`config.mk`:
```
export PLATFORM = sky130hd
export DESIGN_NAME = spec_ghr
export DESIGN_NICKNAME = d
export VERILOG_FILES = /design/src/rtl/spec_ghr.sv
export SDC_FILE = /design/constraint.sdc
export NUM_CORES = 1
export LEC_CHECK = 0
export ABC_AREA = 0
export CORE_UTILIZATION = 55
export CTS_BUF_LIST = sky130_fd_sc_hd__clkbuf_2
export DETAILED_ROUTE_END_ITERATION = 8
export HOLD_SLACK_MARGIN = 0.15
export PLACE_DENSITY = 0.77
export SYNTH_ARGS = -nofsm -noshare
export SYNTH_HDL_FRONTEND = slang
export SYNTH_SLANG_ARGS = --single-unit
```
`constraint.sdc`:
```
create_clock -name clk -period 11.2 [get_ports clk]
set_clock_uncertainty 0.2 [all_clocks]
set_input_delay 2.24 -clock clk [delete_from_list [all_inputs] [get_ports clk]]
set_output_delay 2.24 -clock clk [all_outputs]
set_load 0.1 [all_outputs]
```
`src/rtl/spec_ghr.sv`:
```
// Speculative global history register with a circular checkpoint buffer.
// Each predicted branch gets a checkpoint so that a mispredict or a flush can rebuild the history.
module spec_ghr #(
    parameter int HISTORY_SIZE = 64,
    parameter int CKPT_DEPTH   = 8,
    localparam int IDW         = $clog2(CKPT_DEPTH)
) (
    input  logic                    clk,
    input  logic                    rst_n,
    input  logic                    pred_valid,
    input  logic                    pred_taken,
    output logic                    pred_ready,
    output logic [IDW-1:0]          pred_id,
    input  logic                    res_valid,
    input  logic [IDW-1:0]          res_id,
    input  logic                    res_mispredict,
    input  logic                    res_taken,
    input  logic                    commit_valid,
    input  logic                    flush,
    output logic [HISTORY_SIZE-1:0] spec_history,
    output logic [HISTORY_SIZE-1:0] retired_history,
    output logic [IDW:0]            ckpt_count
);

    localparam logic [IDW-1:0] PTR_ONE = IDW'(1);
    localparam logic [IDW:0]   CNT_ONE = (IDW + 1)'(1);

    logic [HISTORY_SIZE-1:0] hist_mem [CKPT_DEPTH];
    logic [CKPT_DEPTH-1:0]   out_mem;

    logic [HISTORY_SIZE-1:0] spec_q, spec_d;
    logic [HISTORY_SIZE-1:0] ret_q, ret_d;
    logic [IDW-1:0]          head_q, head_d;
    logic [IDW-1:0]          tail_q, tail_d;
    logic [IDW:0]            count_q, count_d;

    logic [IDW-1:0] res_off;
    logic           in_flight;
    logic           mis_hit;
    logic           mis_acc;
    logic           push;
    logic           commit_acc;
    logic           commit_out;
    logic [IDW:0]   count_base;

    // The buffer is full exactly when the count reaches CKPT_DEPTH, a power of two.
    assign pred_ready = ~count_q[IDW];

    assign res_off    = res_id - head_q;
    assign in_flight  = {1'b0, res_off} < count_q;
    assign mis_hit    = res_valid & res_mispredict & in_flight;
    assign mis_acc    = mis_hit & ~flush;
    assign push       = pred_valid & pred_ready & ~mis_acc & ~flush;
    assign commit_acc = commit_valid & (count_q != '0);
    // A mispredict resolving the head in the commit cycle supplies the corrected outcome.
    assign commit_out = (mis_hit && res_id == head_q) ? res_taken : out_mem[head_q];

    always_comb begin
        ret_d      = ret_q;
        spec_d     = spec_q;
        head_d     = head_q;
        tail_d     = tail_q;
        count_base = count_q;
        count_d    = count_q;

        if (commit_acc) begin
            ret_d  = (ret_q << 1) | {{(HISTORY_SIZE-1){1'b0}}, commit_out};
            head_d = head_q + PTR_ONE;
        end

        if (flush) begin
            spec_d  = ret_d;
            head_d  = tail_q;
            count_d = '0;
        end else begin
            if (mis_acc) begin
                spec_d     = (hist_mem[res_id] << 1) | {{(HISTORY_SIZE-1){1'b0}}, res_taken};
                tail_d     = res_id + PTR_ONE;
                count_base = {1'b0, res_off} + CNT_ONE;
            end else if (push) begin
                spec_d     = (spec_q << 1) | {{(HISTORY_SIZE-1){1'b0}}, pred_taken};
                tail_d     = tail_q + PTR_ONE;
                count_base = count_q + CNT_ONE;
            end
            count_d = commit_acc ? (count_base - CNT_ONE) : count_base;
        end
    end

    always_ff @(posedge clk) begin
        if (rst_n) begin
            spec_q  <= '0;
            ret_q   <= '0;
            head_q  <= '0;
            tail_q  <= '0;
            count_q <= '0;
        end else begin
            spec_q  <= spec_d;
            ret_q   <= ret_d;
            head_q  <= head_d;
            tail_q  <= tail_d;
            count_q <= count_d;
        end
    end

    // Checkpoint contents need no reset: only entries inside [head, tail) are ever read.
    always_ff @(posedge clk) begin
        if (push) begin
            hist_mem[tail_q] <= spec_q;
            out_mem[tail_q]  <= pred_taken;
        end else if (mis_acc) begin
            out_mem[res_id]  <= res_taken;
        end
    end

    assign pred_id         = tail_q;
    assign spec_history    = spec_q;
    assign retired_history = ret_q;
    assign ckpt_count      = count_q;

endmodule

```
==> results.yml, run 1 <==
timing:
  setup_viol_count_final: 0
  worst_pin_slew_ns: 1.23
  final.min_clock_period_ns: 6.93
  hold_ws_ns: 0.311
  fin_crit_sh: 0.619
  rsz0062_at_grt: "false"
  maxSlewViolCount: 0
  clock.fmax_mhz: 144
  setup_tns_ns: 0
  hold_viol_final: 0
  max_slew_margin: 0.172
detailed_routing:
  firstDrtPassIters: 5
  final_antenna_net_count: 0
  drc: 0
  drt_iter0_drc: 1169
  via_count: 15000
  wl_per_cell_microns: 22.6
  via_per_inst: 6.00
  routed_wl_microns: 56300
global_routing:
  met3_usage: 0.0577
  grt_busiest_layer: "met2"
  grt_max_degree: 83
  antenna_found_initial: 1
  gr-usage-all-layers: 0.241
  grt_overflow: 0
  grtUsageMet2: 0.392
  met1_usage: 0.319
  grt_pass1_vias: 15100
  grt_first_pass_wirelength_microns: 86400
floorplan:
  pin_count: 148
  die_area_sq_um: 48100
  core_area_sq_um: 46600
  die_h_microns: 219
  initial_core_util: 0.558
  rows: 79
  fp.dieW_microns: 219
setup_path:
  worst_setup_path_end_kind: "register"
  worstPathMaxFanout: 37
  critPathRequiredTime_ns: 11.96
  reg2reg_slack_ns: 5.37
  worstSetupStartpointType: "input port"
  cp_data_arrival_time_ns: 7.70
  worstSetupPathType: "input port to register"
place:
  dpl_cell_area_sq_um: 27800
  place_congestion: 0.834
  dp_hpwl_microns: 32800
  io_buffers: 147
  dp.cells: 2220
pwr:
  power_frac_clock: 0.329
  seq_power_share: 0.570
  powerDensity_nw_per_um2: 163
  vdd_drop_max_mv: 0.103
  power_frac_comb: 0.100
  power.leakage_nw: 9.94
  switchingPower_w: 0.00129
  intPower_w: 0.00348
  switching_share: 0.271
clock_tree:
  clk_pin_slew_ns: 0.10
  postCtsSetupRepairBufs: 0
  htreeDepth: 4
  cts_resized: 0
  ctsHoldBuffers: 0
  cts-root-buf: "clkbuf_2"
  clockBufferDepth: 3
  numCtsBuffers: 155
  clock-sinks: 650
  insertion_delay_ns: 1.25
  tritoncts: "yes"
yosys:
  synth_cell_types: 51
  synth_area_per_cell_sq_um: 16.7
  seq_area_frac_synth: 0.699
  synth_fp_nets: 1574
  netlist_instances: 1551
  synth_area_sq_um: 26000
  synth-seq-cells: 650
  synthFlopType: "edfxtp_1"
  yosysWarnings: 0
  synth_edf_count: 512
  async_flop_share: 0
outcome:
  status: "finished, final reports clean"
finish:
  nets: 1793
  utilization: 0.628
  final_common_cell: "edfxtp_1"
  post_route_cells_drive_above_1_share: 0.229
  stdcell_count: 2494
  layout_common_cells: "edfxtp_1 (512), clkbuf_2 (233), nor2_1 (144)"
  area_growth_pct: 12.7
  postLayoutCellArea_sq_um: 29300
job:
  maxCapViolCount: 0
hold_path:
  hp-class: "register to register"
[through the flow]
stage	total power (W)	setup slack (ns)
6_report	0.00477	4.27
4_1_cts	0.00481	4.47
3_3_place_gp	0.00324	3.22
5_1_grt	0.00496	4.10
2_1_floorplan	0.00313	2.96
3_5_place_dp	0.00325	3.07
[per-layer routing]
| layer | vias to the layer above | part of all wire |
|---|---|---|
| li1 | 6653 | - |
| met1 | 7577 | 0.41 |
| met2 | 626 | 0.50 |
| met3 | 100 | 0.069 |
| met4 | 0 | 0.021 |
| met5 | - | 0 |
[worst paths after layout]
path,startpoint,endpoint,cells past startpoint
hold / removal,retired_history[0]$_SDFF_PP0_,retired_history[0]$_SDFF_PP0_,2
hold reg to reg,retired_history[0]$_SDFF_PP0_,retired_history[0]$_SDFF_PP0_,2
setup reg to reg,head_q[0]$_SDFFE_PP0P_,out_mem[6]$_DFFE_PP_,12
setup / recovery,res_id[0],out_mem[6]$_DFFE_PP_,13
[registers in the layout, summed over array words and instances, names as in the netlist]
| signal | cells |
|---|---|
| spec_history | 64 |
| out_mem | 8 |
| hist_mem | 504 |
| pred_id | 3 |
| head_q | 3 |
| ckpt_count | 4 |
| retired_history | 64 |
[power by group through the flow]
stage          Clock [W]  Sequential [W]  Combinational, W
3_5_place_dp           0         0.00278          0.000479
6_report         0.00157         0.00272          0.000479
4_1_cts          0.00161         0.00272          0.000480
5_1_grt          0.00173         0.00273          0.000506
3_3_place_gp           0         0.00277          0.000471
2_1_floorplan          0         0.00288          0.000251
[logic make-up (layout without fill, tap and decap cells)]
group                      Yosys count  in the layout  share of synthesized area
DFF                                650            650                      0.699
and+or+nand+nor                    332            332                     0.0575
muxes                              259            259                      0.162
AOI/OAI and AO/OA                  174            174                     0.0487
buffers and inverters              117            451                     0.0252
adders and majority gates           11             11                    0.00559
xor gates and xnor gates             8              8                    0.00270
other                                0              2                          0
[worst max-delay path: stages]
cell      delay (ns)
clkbuf_8        0.39
inv_1           0.23
ha_1            0.26
inv_1           0.07
fa_1            0.47
ha_1            0.30
a21boi_1        0.22
o21ai_2         0.15
a211oi_1        0.99
nand2b_1        0.50
nor2_4          1.02
buf_4           0.62
o21a_1          0.21
[Yosys cell counts (6+ instances only)]
| master | number | area share |
|---|---|---|
| edfxtp_1 | 512 | 0.59 |
| nor2_1 | 152 | 0.022 |
| dfxtp_1 | 138 | 0.11 |
| mux2i_1 | 128 | 0.049 |
| mux4_2 | 128 | 0.11 |
| nand2_1 | 80 | 0.012 |
| a21oi_1 | 70 | 0.013 |
| or3_1 | 65 | 0.016 |
| a2111oi_0 | 48 | 0.016 |
| clkbuf_1 | 43 | 0.0062 |
| buf_2 | 34 | 0.0066 |
| buf_6 | 20 | 0.0087 |
| ha_1 | 10 | 0.0048 |
| o21a_1 | 10 | 0.0029 |
| inv_1 | 9 | 0.0013 |
| o22ai_1 | 9 | 0.0022 |
| a2111oi_1 | 8 | 0.0031 |
| nand3_1 | 8 | 0.0015 |
| a2111oi_2 | 7 | 0.0040 |
| nor3_1 | 7 | 0.0013 |
| nand2b_1 | 6 | 0.0014 |
[cell type report]
type                            instances  area (sq um)
Timing Repair Buffer                  169          1630
Clock inverter                         39           284
Tap cell                              607           759
Fill cell                            3290         17300
Antenna cell                            2          5.00
Clock buffer                          233          1170
Inverter                               10          37.5
Multi-Input combinational cell        784          7230
Sequential cell                       650         18100
Note: power is estimated with default switching activity, not from simulation.
==> inputs of run 2 (changes only) <==
==> constraint.sdc (replaced) <==
create_clock -name clk -period 7 [get_ports clk]
set_clock_uncertainty 0.2 [all_clocks]
set_input_delay 1.4 -clock clk [delete_from_list [all_inputs] [get_ports clk]]
set_output_delay 1.4 -clock clk [all_outputs]
set_load 0.1 [all_outputs]
==> run 2 against run 1 <==
  * Clock power up 62%
  * Setup slack worse by 2.0 ns
  * Global-route usage up 0.66 points
  * Non-clock buffer count up 5
  * Core utilization up 0.35 points
  * Sequential power up 60%
  * Flip-flop and latch count unchanged
  * Count of clock-buffer cells in the layout up 8
  * Total power up 61%
  * Via count up 0.68%
  * Critical endpoint is now spec_history[1]
==> results.yml, run 2 (synthesis results as in run 1) <==
pwr:
  power.leakage_nw: 10.0
  vdd_drop_max_mv: 0.233
  powerDensity_nw_per_um2: 261
hold_path:
  hp-class: "register to register"
  holdCritStartpoint: "spec_history[63]$_SDFFE_PP0P_"
  hold_end: "spec_history[63]$_SDFFE_PP0P_"
  hold_path_depth: 2
setup_path:
  critPathBufInv: 1
  cp_slowest_cell: "clkdlybuf4s50_1"
  critPathRequiredTime_ns: 5.40
  cpPeakStageDelay_ns: 1.32
  critical-path-top-delay-family: "buffers and inverters"
  r2r-start: "head_q[0]$_SDFFE_PP0P_"
  reg2regPathDepth: 11
  r2r_end: "hist_mem[6][21]$_DFFE_PP_"
  crit_chain: "clkdlybuf4s50_1"
  worstPathMaxFanout: 11
  worstSetupStartpointType: "register"
  reg2reg_slack_ns: 2.71
  cp_data_arrival_time_ns: 3.13
  worstSetupPathType: "register to primary output"
  worst_setup_path_end_kind: "primary output"
finish:
  post_route_cells_drive_above_1_share: 0.238
  largest-register: "hist_mem"
  fill_cells: 3338
  area_growth_pct: 13.3
  multi_input_comb_area_sq_um: 7230
  layout_common_cells: "edfxtp_1 (512), clkbuf_2 (241), nor2_1 (144)"
  largest_reg_flops: 504
  nets: 1797
  final_common_cell: "edfxtp_1"
  seqCellArea_sq_um: 18100
  stdcell_count: 2511
timing:
  final.min_clock_period_ns: 4.73
  rsz0062_at_grt: "false"
  fin_crit_sh: 0.675
  max_slew_margin: 0.157
  setup_viol_count_final: 0
  worst_pin_slew_ns: 1.26
  clock.fmax_mhz: 212
  maxSlewViolCount: 0
  hold_viol_final: 0
  setup_tns_ns: 0
detailed_routing:
  routed_wl_microns: 57100
  drc: 0
  final_antenna_net_count: 0
  via_per_inst: 6.00
  wl_per_cell_microns: 22.8
  drt_iter0_drc: 1306
  via_count: 15100
  firstDrtPassIters: 5
outcome:
  status: "finished, final reports clean"
clock_tree:
  clockBufferDepth: 3
  numCtsBuffers: 154
  insertion_delay_ns: 1.25
  clk_pin_slew_ns: 0.11
  htreeDepth: 4
  cts-root-buf: "clkbuf_2"
  tritoncts: "yes"
  ctsHoldBuffers: 0
  postCtsSetupRepairBufs: 0
  cts_resized: 0
  clock-sinks: 650
global_routing:
  met3_usage: 0.0615
  grt_overflow: 0
  grt_max_degree: 90
  grt_pass1_vias: 15400
  grtUsageMet2: 0.395
  grt_busiest_layer: "met2"
  grt_first_pass_wirelength_microns: 88400
  antenna_found_initial: 2
  gr-usage-all-layers: 0.248
  met1_usage: 0.334
floorplan:
  core_area_sq_um: 46600
  die_h_microns: 219
  rows: 79
  pin_count: 148
  fp.dieW_microns: 219
  initial_core_util: 0.558
  die_area_sq_um: 48100
place:
  dp_hpwl_microns: 31400
  place_congestion: 0.887
  dp.cells: 2225
  io_buffers: 147
job:
  maxCapViolCount: 0
-- run 2: cell count changes in the layout (fill, tap and decap cells not counted) --
cell / before / now
buf_12: 0 / 5
bufinv_16: 5 / 4
clkbuf_2: 233 / 241
clkinv_1: 27 / 25
clkinv_2: 5 / 3
clkinv_4: 0 / 4
clkinvlp_4: 0 / 3
diode_2: 2 / 1
inv_2: 3 / 5
inv_6: 0 / 1
-- run 2: worst max-delay path by stage --
| stage | start | endpoint | slack (ns) | cells past startpoint |
|---|---|---|---|---|
| after global placement | res_id[0] | hist_mem[6][13]$_DFFE_PP_ | 1.28 | 13 |
| after CTS | spec_history[32]$_SDFFE_PP0P_ | spec_history[32] | 2.12 | 1 |
| final | spec_history[1]$_SDFFE_PP0P_ | spec_history[1] | 2.27 | 1 |
| after global routing | spec_history[1]$_SDFFE_PP0P_ | spec_history[1] | 2.05 | 1 |
| after detailed placement | res_id[0] | hist_mem[6][12]$_DFFE_PP_ | 1.15 | 13 |
| after floorplan | res_id[0] | out_mem[7]$_DFFE_PP_ | -0.40 | 14 |
-- run 2: report_power, final --
part           leakage (nW)  total, W  internal [W]  switching (W)
clock                  1.15   0.00254       0.00107        0.00147
sequential             5.82   0.00434       0.00425      0.0000939
combinational          3.05  0.000778      0.000254       0.000524
total                  10.0   0.00766       0.00557        0.00209
-- run 2: metal layers --
metal	routed length (microns)	up-vias
met5	0	-
met4	1100	0
met3	4560	84
met2	28500	676
met1	22900	7638
li1	-	6659
-- run 2: final cells by class --
| cell class | count | share of cell area |
|---|---|---|
| multi-input cells | 784 | 0.246 |
| diodes | 1 | 0.0000851 |
| inverters | 10 | 0.00128 |
| clock inverters | 44 | 0.0105 |
| clock buffers | 241 | 0.0410 |
| repair buffers | 174 | 0.0588 |
| well taps | 607 | 0.0258 |
| flip-flops and latches | 650 | 0.617 |
-- run 2: per-stage QoR --
step / hold slack, ns / power (W) / util / area, sq um / setup WS, ns
floorplan: 0.385 / 0.00501 / - / 26000 / -0.397
global placement: 0.310 / 0.00519 / 0.599 / 27900 / 1.28
detailed placement: 0.310 / 0.00521 / 0.599 / 27900 / 1.15
CTS: 0.332 / 0.00773 / 0.632 / 29400 / 2.12
global route: 0.376 / 0.00799 / 0.632 / 29400 / 2.05
finish: 0.334 / 0.00766 / 0.632 / 29400 / 2.27
